**src/rtl/grid_row_scanner_if.sv**
```systemverilog
// Grid hand-off between the Game-of-Life core and the row scanner.
// The core drives a new generation with a strobe and sees whether one is queued.
interface grid_row_scanner_if;
   logic [63:0] grid_in;
   logic        grid_valid;
   logic        pending;

   modport master (
      output grid_in,
      output grid_valid,
      input  pending
   );

   modport slave (
      input  grid_in,
      input  grid_valid,
      output pending
   );
endinterface

```
**src/rtl/grid_row_scanner.sv**
```systemverilog
// Double-buffered 8x8 LED matrix row scanner with per-row blanking.
// A new grid is shown only from a frame boundary, or at once while dark.
module grid_row_scanner #(
   parameter int DWELL          = 1000,
   parameter int BLANK          = 50,
   parameter bit ROW_ACTIVE_LOW = 1'b0,
   parameter bit COL_ACTIVE_LOW = 1'b0
) (
   input  logic              clk,
   input  logic              reset,
   input  logic              enable,
   grid_row_scanner_if.slave gif,
   output logic [7:0]        row_sel,
   output logic [7:0]        col_out,
   output logic [2:0]        row_idx,
   output logic              frame_done
);

   localparam int MAXC = (DWELL > BLANK) ? DWELL : BLANK;
   localparam int CW   = (MAXC > 1) ? $clog2(MAXC) : 1;

   typedef enum logic {
      ST_BLANK,
      ST_DRIVE
   } state_e;

   state_e        state_q, state_d;
   logic [CW-1:0] cnt_q, cnt_d;
   logic [2:0]    row_q, row_d;
   logic [63:0]   disp_q, disp_d;
   logic [63:0]   pbuf_q, pbuf_d;
   logic          pend_q, pend_d;
   logic          fdone_q, fdone_d;

   logic          last_blank;
   logic          last_dwell;
   logic          boundary;
   logic          xfer;

   always_comb begin
      state_d    = state_q;
      cnt_d      = cnt_q;
      row_d      = row_q;
      disp_d     = disp_q;
      pbuf_d     = pbuf_q;
      pend_d     = pend_q;
      last_blank = (cnt_q == CW'(BLANK - 1));
      last_dwell = (cnt_q == CW'(DWELL - 1));
      boundary   = enable && (state_q == ST_DRIVE)
                   && last_dwell && (row_q == 3'd7);
      // While dark there is nothing to tear, so every cycle is a boundary.
      xfer       = !enable || boundary;
      fdone_d    = boundary;

      if (!enable) begin
         state_d = ST_BLANK;
         cnt_d   = '0;
      end else begin
         unique case (state_q)
            ST_BLANK: begin
               if (last_blank) begin
                  state_d = ST_DRIVE;
                  cnt_d   = '0;
               end else begin
                  cnt_d = cnt_q + CW'(1);
               end
            end
            ST_DRIVE: begin
               if (last_dwell) begin
                  state_d = ST_BLANK;
                  cnt_d   = '0;
                  row_d   = row_q + 3'd1;
               end else begin
                  cnt_d = cnt_q + CW'(1);
               end
            end
            default: begin
               state_d = ST_BLANK;
               cnt_d   = '0;
            end
         endcase
      end

      if (gif.grid_valid) begin
         pbuf_d = gif.grid_in;
      end

      if (xfer) begin
         if (gif.grid_valid) begin
            disp_d = gif.grid_in;
         end else if (pend_q) begin
            disp_d = pbuf_q;
         end
         pend_d = 1'b0;
      end else if (gif.grid_valid) begin
         pend_d = 1'b1;
      end
   end

   always_ff @(posedge clk) begin
      if (reset) begin
         state_q <= ST_BLANK;
         cnt_q   <= '0;
         row_q   <= 3'd0;
         disp_q  <= '0;
         pbuf_q  <= '0;
         pend_q  <= 1'b0;
         fdone_q <= 1'b0;
      end else begin
         state_q <= state_d;
         cnt_q   <= cnt_d;
         row_q   <= row_d;
         disp_q  <= disp_d;
         pbuf_q  <= pbuf_d;
         pend_q  <= pend_d;
         fdone_q <= fdone_d;
      end
   end

   logic       drive_on;
   logic [7:0] rs;
   logic [7:0] cs;

   always_comb begin
      drive_on = enable && !reset;
      rs       = drive_on ? (8'd1 << row_q) : 8'd0;
      cs       = 8'd0;
      if (drive_on && (state_q == ST_DRIVE)) begin
         cs = disp_q[{row_q, 3'b000} +: 8];
      end
   end

   assign row_sel     = ROW_ACTIVE_LOW ? ~rs : rs;
   assign col_out     = COL_ACTIVE_LOW ? ~cs : cs;
   assign row_idx     = row_q;
   assign frame_done  = fdone_q;
   assign gif.pending = pend_q;

endmodule

```
**src/flat_wrapper.sv**
```systemverilog
// flat-port wrapper written by rule: the top's interface ports become plain ports
module grid_row_scanner_flat 
#(
   parameter int DWELL          = 1000,
   parameter int BLANK          = 50,
   parameter bit ROW_ACTIVE_LOW = 1'b0,
   parameter bit COL_ACTIVE_LOW = 1'b0
)
  (clk, reset, enable, row_sel, col_out, row_idx, frame_done, gif_grid_in, gif_grid_valid, gif_pending);
  grid_row_scanner_if gif_i ();
  input  logic clk;
  input  logic reset;
  input  logic enable;
  output logic [7:0] row_sel;
  output logic [7:0] col_out;
  output logic [2:0] row_idx;
  output logic frame_done;
  input wire logic [$bits(gif_i.grid_in)-1:0] gif_grid_in;
  input wire logic [$bits(gif_i.grid_valid)-1:0] gif_grid_valid;
  output wire logic [$bits(gif_i.pending)-1:0] gif_pending;
  assign gif_i.grid_in = gif_grid_in;
  assign gif_i.grid_valid = gif_grid_valid;
  assign gif_pending = gif_i.pending;
  grid_row_scanner #(.DWELL(DWELL), .BLANK(BLANK), .ROW_ACTIVE_LOW(ROW_ACTIVE_LOW), .COL_ACTIVE_LOW(COL_ACTIVE_LOW)) u_core (.clk(clk), .reset(reset), .enable(enable), .gif(gif_i), .row_sel(row_sel), .col_out(col_out), .row_idx(row_idx), .frame_done(frame_done));
endmodule
```
**config.mk**
```make
export PLATFORM = sky130hd
export DESIGN_NAME = grid_row_scanner_flat
export DESIGN_NICKNAME = d
export VERILOG_FILES = /design/src/rtl/grid_row_scanner_if.sv /design/src/rtl/grid_row_scanner.sv /design/src/flat_wrapper.sv
export SDC_FILE = /design/constraint.sdc
export NUM_CORES = 1
export LEC_CHECK = 0
export ABC_CLOCK_PERIOD_IN_PS = 3720
export BUFFER_PORTS_ARGS = -buffer_cell sky130_fd_sc_hd__buf_2
export CORE_ASPECT_RATIO = 0.75
export CORE_MARGIN = 5
export CORE_UTILIZATION = 56
export CTS_CLUSTER_SIZE = 10
export DETAILED_ROUTE_END_ITERATION = 10
export PLACE_DENSITY = 0.78
export SLEW_MARGIN = 0
export SYNTH_ARGS = -nofsm -noshare
export SYNTH_HDL_FRONTEND = slang
export SYNTH_SLANG_ARGS = --single-unit
```
**constraint.sdc**
```tcl
create_clock -name clk -period 3.72 [get_ports clk]
set_input_delay 0.93 -clock clk [delete_from_list [all_inputs] [get_ports clk]]
set_output_delay 0.93 -clock clk [all_outputs]
set_load 0.02 [all_outputs]
```
==> impl_metrics.toml, run 1 <==
[logic_synthesis]
synth_seq_cells = 144
syn_area_um2 = 6120
synthFlopType = "dfxtp_1"
yosysTopAreaCell = "dfxtp_1"
ys_seq_area_frac = 0.4711
synthCells = 556
synth_nets = 632
avgSynthCellArea_um2 = 11.01
synth-edff-count = 0
ys.warnings.count = 0
async_flop_share = 0
synth_top_cell_area_share = 0.4711
synth.distinct_cells = 33
synth_top_cells_by_area = "dfxtp_1 (47%), mux2i_1 (11%), mux2_2 (9.8%)"

[routing]
via_per_inst = 5.209
drtAntennaViolNets = 0
totalWireLength_um = 12980
wl_per_cell_um = 16.53
drtPass1Iterations = 7
vias = 4089
drtIter0Drc = 313
drc = 0

[pwr]
powerDensity_nw_per_um2 = 508.4
ir_worst_vdd_mv = 0.4550
leakage_nw = 3.206

[cts]
cts_tree = "yes"
clk_pin_slew_worst_paths_ns = 0.06
clock-sinks = 144
clk_path_buf_depth = 2
post_cts_buffers = 0
postCtsResizedCells = 0
cts.root.buffer_cell = "clkbuf_16"
clock_latency_ns = 0.41
cts-htree-levels = 4
postCtsHoldBufs = 0
cts_inserted_buffers = 17

[placement]
hpwlAfterDp_um = 8925
gp_congestion = 0.8747
portBuffers = 88

[min_path]
hold_depth = 1
hold_path.class = "flip-flop to flip-flop"

[die]
dieArea_um2 = 13140
rows = 33
io-pin-count = 89
die_y_um = 100.5
fp.dieW_um = 130.7
fp.coreArea_um2 = 10820
start_util = 0.5657

[sta]
period_needed_ns = 3.027
setup_viol = 0
worst_clock_skew_ns = 0.005707
period_share = 0.8136
hold_slack_ns = 0.4753
slew_headroom = 0.2750
tightest_slew_ns = 1.086
drv_slew = 0
rsz0062_at_grt = "false"
max_freq_mhz = 330.4
setup-tns-final_ns = 0
hold_viol = 0

[setup_path]
critPathKind = "flip-flop to output pin"
cp.required_ns = 2.79
cp.arrival_ns = 2.10
critPathMaxFanout = 20
end_kind = "output pin"
crit_path_start_kind = "flip-flop"
reg2reg_depth = 7

[finish]
drive_gt1_frac = 0.3194
num-nets-final = 710
antenna_cells = 0
area_growth_pct = 17.93
layout_commonest_cell = "dfxtp_1"
most-common-layout-cells = "dfxtp_1 (144), buf_2 (86), nor2_1 (81), nor2b_1 (65), mux2i_1 (65)"

[grt]
antenna_found_initial = 0
grt_first_pass_wirelength_um = 21340
grt_usage = 0.2098
grt_pass1_vias = 4183
overflow = 0
grt_max_degree = 134

[outcome]
status = "finished, final reports clean"

[flow_run]
max_cap_violations = 0
==> sequential cells by signal, summed over array words and instances, names as in the netlist <==
| register | count |
|---|---|
| u_core.state_q | 1 |
| u_core.row_idx | 3 |
| u_core.pbuf_q | 64 |
| u_core.gif.pending | 1 |
| u_core.disp_q | 64 |
| u_core.frame_done | 1 |
| u_core.cnt_q | 10 |
==> critical path: stages (launching register included) <==
cell     delay, ns
dfxtp_1       0.34
buf_4         0.36
mux4_2        0.62
nand2_1       0.11
a21oi_1       0.07
buf_2         0.18
==> cell usage after synthesis, types with 5 or more instances <==
cell type,number
nand3_1,5
xnor2_1,6
a21oi_1,10
nor2b_1,65
nor2_1,81
mux2_4,11
clkbuf_1,19
buf_2,5
mux2_2,53
nand2_1,22
inv_1,5
dfxtp_1,144
buf_6,6
mux2i_1,65
buf_4,5
and3_1,6
ha_1,8
mux4_2,16
==> through the flow <==
stage / worst slack (ns) / power [mW] / cells / instance area, um^2 / util
after floorplan: 0.8446 / 1.872 / 556 / 6120 / -
after global placement: 0.8289 / 1.945 / 755 / 6608 / 0.6108
after detailed placement: 0.8107 / 1.956 / 755 / 6608 / 0.6108
after CTS: 0.6664 / 3.701 / 785 / 7217 / 0.6671
after global routing: 0.5945 / 3.802 / 785 / 7217 / 0.6671
final: 0.6934 / 3.669 / 785 / 7217 / 0.6671
==> cell families (layout without fill, tap and decap cells) <==
group                    Yosys count  after routing  synth area share
flip-flops                       144            144            0.4711
AO/OA/AOI/OAI                     13             13           0.01472
XOR/XNOR                           9              9           0.01288
adder cells (fa/ha/maj)            8              8           0.01636
AND/OR/NAND/NOR                  194            194            0.1574
multiplexers                     145            145            0.2897
buffers and inverters             43            132           0.03782
==> path summary, 6_finish.rpt <==
path | startpoint | end | slack, ns
worst min register to register | u_core.cnt_q[0] | u_core.cnt_q[0] | 0.48
worst max register to register | u_core.row_idx[1] | u_core.disp_q[52] | 1.20
worst min-delay path | u_core.cnt_q[0] | u_core.cnt_q[0] | 0.48
worst max-delay path | u_core.row_idx[0] | col_out[0] | 0.69
==> report_power, final <==
part           total, mW  internal [mW]  switching, mW  leakage (nW)
clock               1.74           1.13          0.613         0.292
combinational      0.275          0.141          0.134          1.73
sequential          1.65           1.62         0.0299          1.18
total               3.67           2.89          0.777          3.21
==> layout make-up <==
class,instances,area [um^2]
clock buffers,20,446.7
clock inverters,10,162.7
fillers,821,3601
inverters,5,18.77
multi-input cells,369,3005
flip-flops and latches,144,2883
well taps,140,175.2
repair buffers,97,525.5
==> routing by layer <==
metal,global-route usage,wire length [um],part of all wire,up-vias
met3,0.06197,759,0.058,12
met5,0,0,0,-
met1,0.2970,6314,0.49,1924
met2,0.3136,5769,0.44,107
li1,-,-,-,2046
met4,0.05929,132,0.010,0
(Power assumes the default switching activity.)
==> inputs of run 2 (changes only) <==
--- a/config.mk
+++ b/config.mk
@@ -5,7 +5,7 @@
 export SDC_FILE = /design/constraint.sdc
 export NUM_CORES = 1
 export LEC_CHECK = 0
-export ABC_CLOCK_PERIOD_IN_PS = 3720
+export ABC_CLOCK_PERIOD_IN_PS = 2800
 export BUFFER_PORTS_ARGS = -buffer_cell sky130_fd_sc_hd__buf_2
 export CORE_ASPECT_RATIO = 0.75
 export CORE_MARGIN = 5
==> constraint.sdc (replaced) <==
create_clock -name clk -period 2.8 [get_ports clk]
set_input_delay 0.7 -clock clk [delete_from_list [all_inputs] [get_ports clk]]
set_output_delay 0.7 -clock clk [all_outputs]
set_load 0.02 [all_outputs]
==> impl_metrics.toml, run 2 (synthesis results as in run 1) <==
[finish]
area_growth_pct = 19.26
fill_cells = 789
layout_commonest_cell = "dfxtp_1"
most-common-layout-cells = "dfxtp_1 (144), buf_2 (86), nor2_1 (81), nor2b_1 (65), mux2i_1 (65)"
drive_gt1_frac = 0.3225
antenna_cells = 0
fin_cells = 788
num-nets-final = 711
top_regs = "u_core.disp_q: 64 flops, u_core.pbuf_q: 64 flops, u_core.cnt_q: 10 flops"
design_area_um2 = 7298

[sta]
period_share = 0.9409
drv_slew = 0
rsz0062_at_grt = "false"
setup_viol = 0
setup-tns-final_ns = 0
period_needed_ns = 2.635
tightest_slew_ns = 0.6087
worst_clock_skew_ns = 0.006240
hold_viol = 0
slew_headroom = 0.5942
max_freq_mhz = 379.6

[outcome]
status = "finished, final reports clean"

[die]
fp.dieW_um = 130.7
start_util = 0.5657
dieArea_um2 = 13140
fp.coreArea_um2 = 10820
io-pin-count = 89
rows = 33
die_y_um = 100.5

[grt]
grt_max_degree = 133
grt_pass1_vias = 4287
antenna_found_initial = 0
grt_first_pass_wirelength_um = 21390
overflow = 0
grt_usage = 0.2120

[cts]
cts_tree = "yes"
cts.root.buffer_cell = "clkbuf_16"
clk_pin_slew_worst_paths_ns = 0.06
postCtsHoldBufs = 0
cts-htree-levels = 4
postCtsResizedCells = 0
clk_path_buf_depth = 2
cts_inserted_buffers = 17
clock-sinks = 144
post_cts_buffers = 0
clock_latency_ns = 0.41

[pwr]
seq_power_share = 0.436
ir_worst_vdd_mv = 0.4565
p_switching_mw = 1.062
leakage_nw = 3.245
internal_power_mw = 3.963
powerDensity_nw_per_um2 = 688.6
combPwrFrac = 0.073
clock_power_share = 0.491
p_sw_frac = 0.2114

[setup_path]
critPathMaxFanout = 21
cp.required_ns = 2.10
cp_slowest_cell = "mux4_2"
rrSetupSlack_ns = 0.60
critPathKind = "flip-flop to output pin"
reg2reg_from = "u_core.row_idx[1]"
path_cells = "buf_12 > mux4_2 > nand2_1 > a21oi_1 > buf_2"
cpPeakStageDelay_ns = 0.59
cp.arrival_ns = 1.93
reg2reg_depth = 7
timing.rr.end = "u_core.disp_q[58]"
crit_path_start_kind = "flip-flop"
end_kind = "output pin"

[routing]
via_per_inst = 5.249
wl_per_cell_um = 16.74
vias = 4136
drtIter0Drc = 290
drtPass1Iterations = 4
totalWireLength_um = 13190
drtAntennaViolNets = 0
drc = 0

[placement]
placed_cells = 756
place_area_um2 = 6653
gp_congestion = 0.8233
hpwlAfterDp_um = 8956
portBuffers = 88

[flow_run]
max_cap_violations = 0

[min_path]
min_from = "u_core.cnt_q[0]"
hold_path.class = "flip-flop to flip-flop"
min_to = "u_core.cnt_q[0]"
hold_depth = 1
==> run 2: worst max-delay path by stage <==
stage	startpoint	end	slack, ns	cells past startpoint
2_1_floorplan	u_core.row_idx[0]	col_out[0]	0.28	5
3_3_place_gp	enable	col_out[3]	0.38	5
5_1_grt	u_core.row_idx[0]	col_out[0]	0.13	5
4_1_cts	u_core.row_idx[0]	col_out[0]	0.16	5
6_report	u_core.row_idx[0]	col_out[0]	0.17	5
3_5_place_dp	enable	col_out[3]	0.35	5
==> run 2: metrics by stage <==
stage / util / worst slack, ns / power [mW] / hold slack, ns
detailed placement: 0.6150 / 0.3474 / 2.599 / 0.4665
finish: 0.6746 / 0.1654 / 5.026 / 0.4757
CTS: 0.6746 / 0.1649 / 5.052 / 0.4800
global placement: 0.6150 / 0.3768 / 2.586 / 0.4463
floorplan: - / 0.2774 / 2.487 / 0.4334
global route: 0.6746 / 0.1288 / 5.190 / 0.4933
==> run 2: layer usage <==
metal  up-vias  wire length, um  GRT usage
met3         8              823    0.05720
met4         0               76    0.06482
met1      1977             6130     0.2892
met5         -                0          0
met2       109             6158     0.3312
li1       2042                -          -
==> run 2: layout make-up <==
cell class / count / area, um^2 / share of cell area
repair buffers: 98 / 570.5 / 0.07818
flip-flops and latches: 144 / 2883 / 0.3950
inverters: 5 / 18.77 / 0.002572
clock buffers: 21 / 460.4 / 0.06309
clock inverters: 11 / 185.2 / 0.02537
well taps: 140 / 175.2 / 0.02400
multi-input cells: 369 / 3005 / 0.4118
==> run 2: worst max-delay path: cells and delay by family, from the launching register on <==
family | cells | cell delay, ns
mux | 1 | 0.59
flops | 1 | 0.35
compound gates | 1 | 0.08
simple gates | 1 | 0.10
buf+inv | 2 | 0.39
==> run 2: power by group through the flow <==
| stage | clock (mW) | sequential [mW] | combinational, mW |
|---|---|---|---|
| 2_1_floorplan | 0 | 2.22 | 0.268 |
| 3_3_place_gp | 0 | 2.23 | 0.355 |
| 3_5_place_dp | 0 | 2.23 | 0.365 |
| 4_1_cts | 2.49 | 2.19 | 0.369 |
| 5_1_grt | 2.59 | 2.20 | 0.403 |
| 6_report | 2.47 | 2.19 | 0.366 |
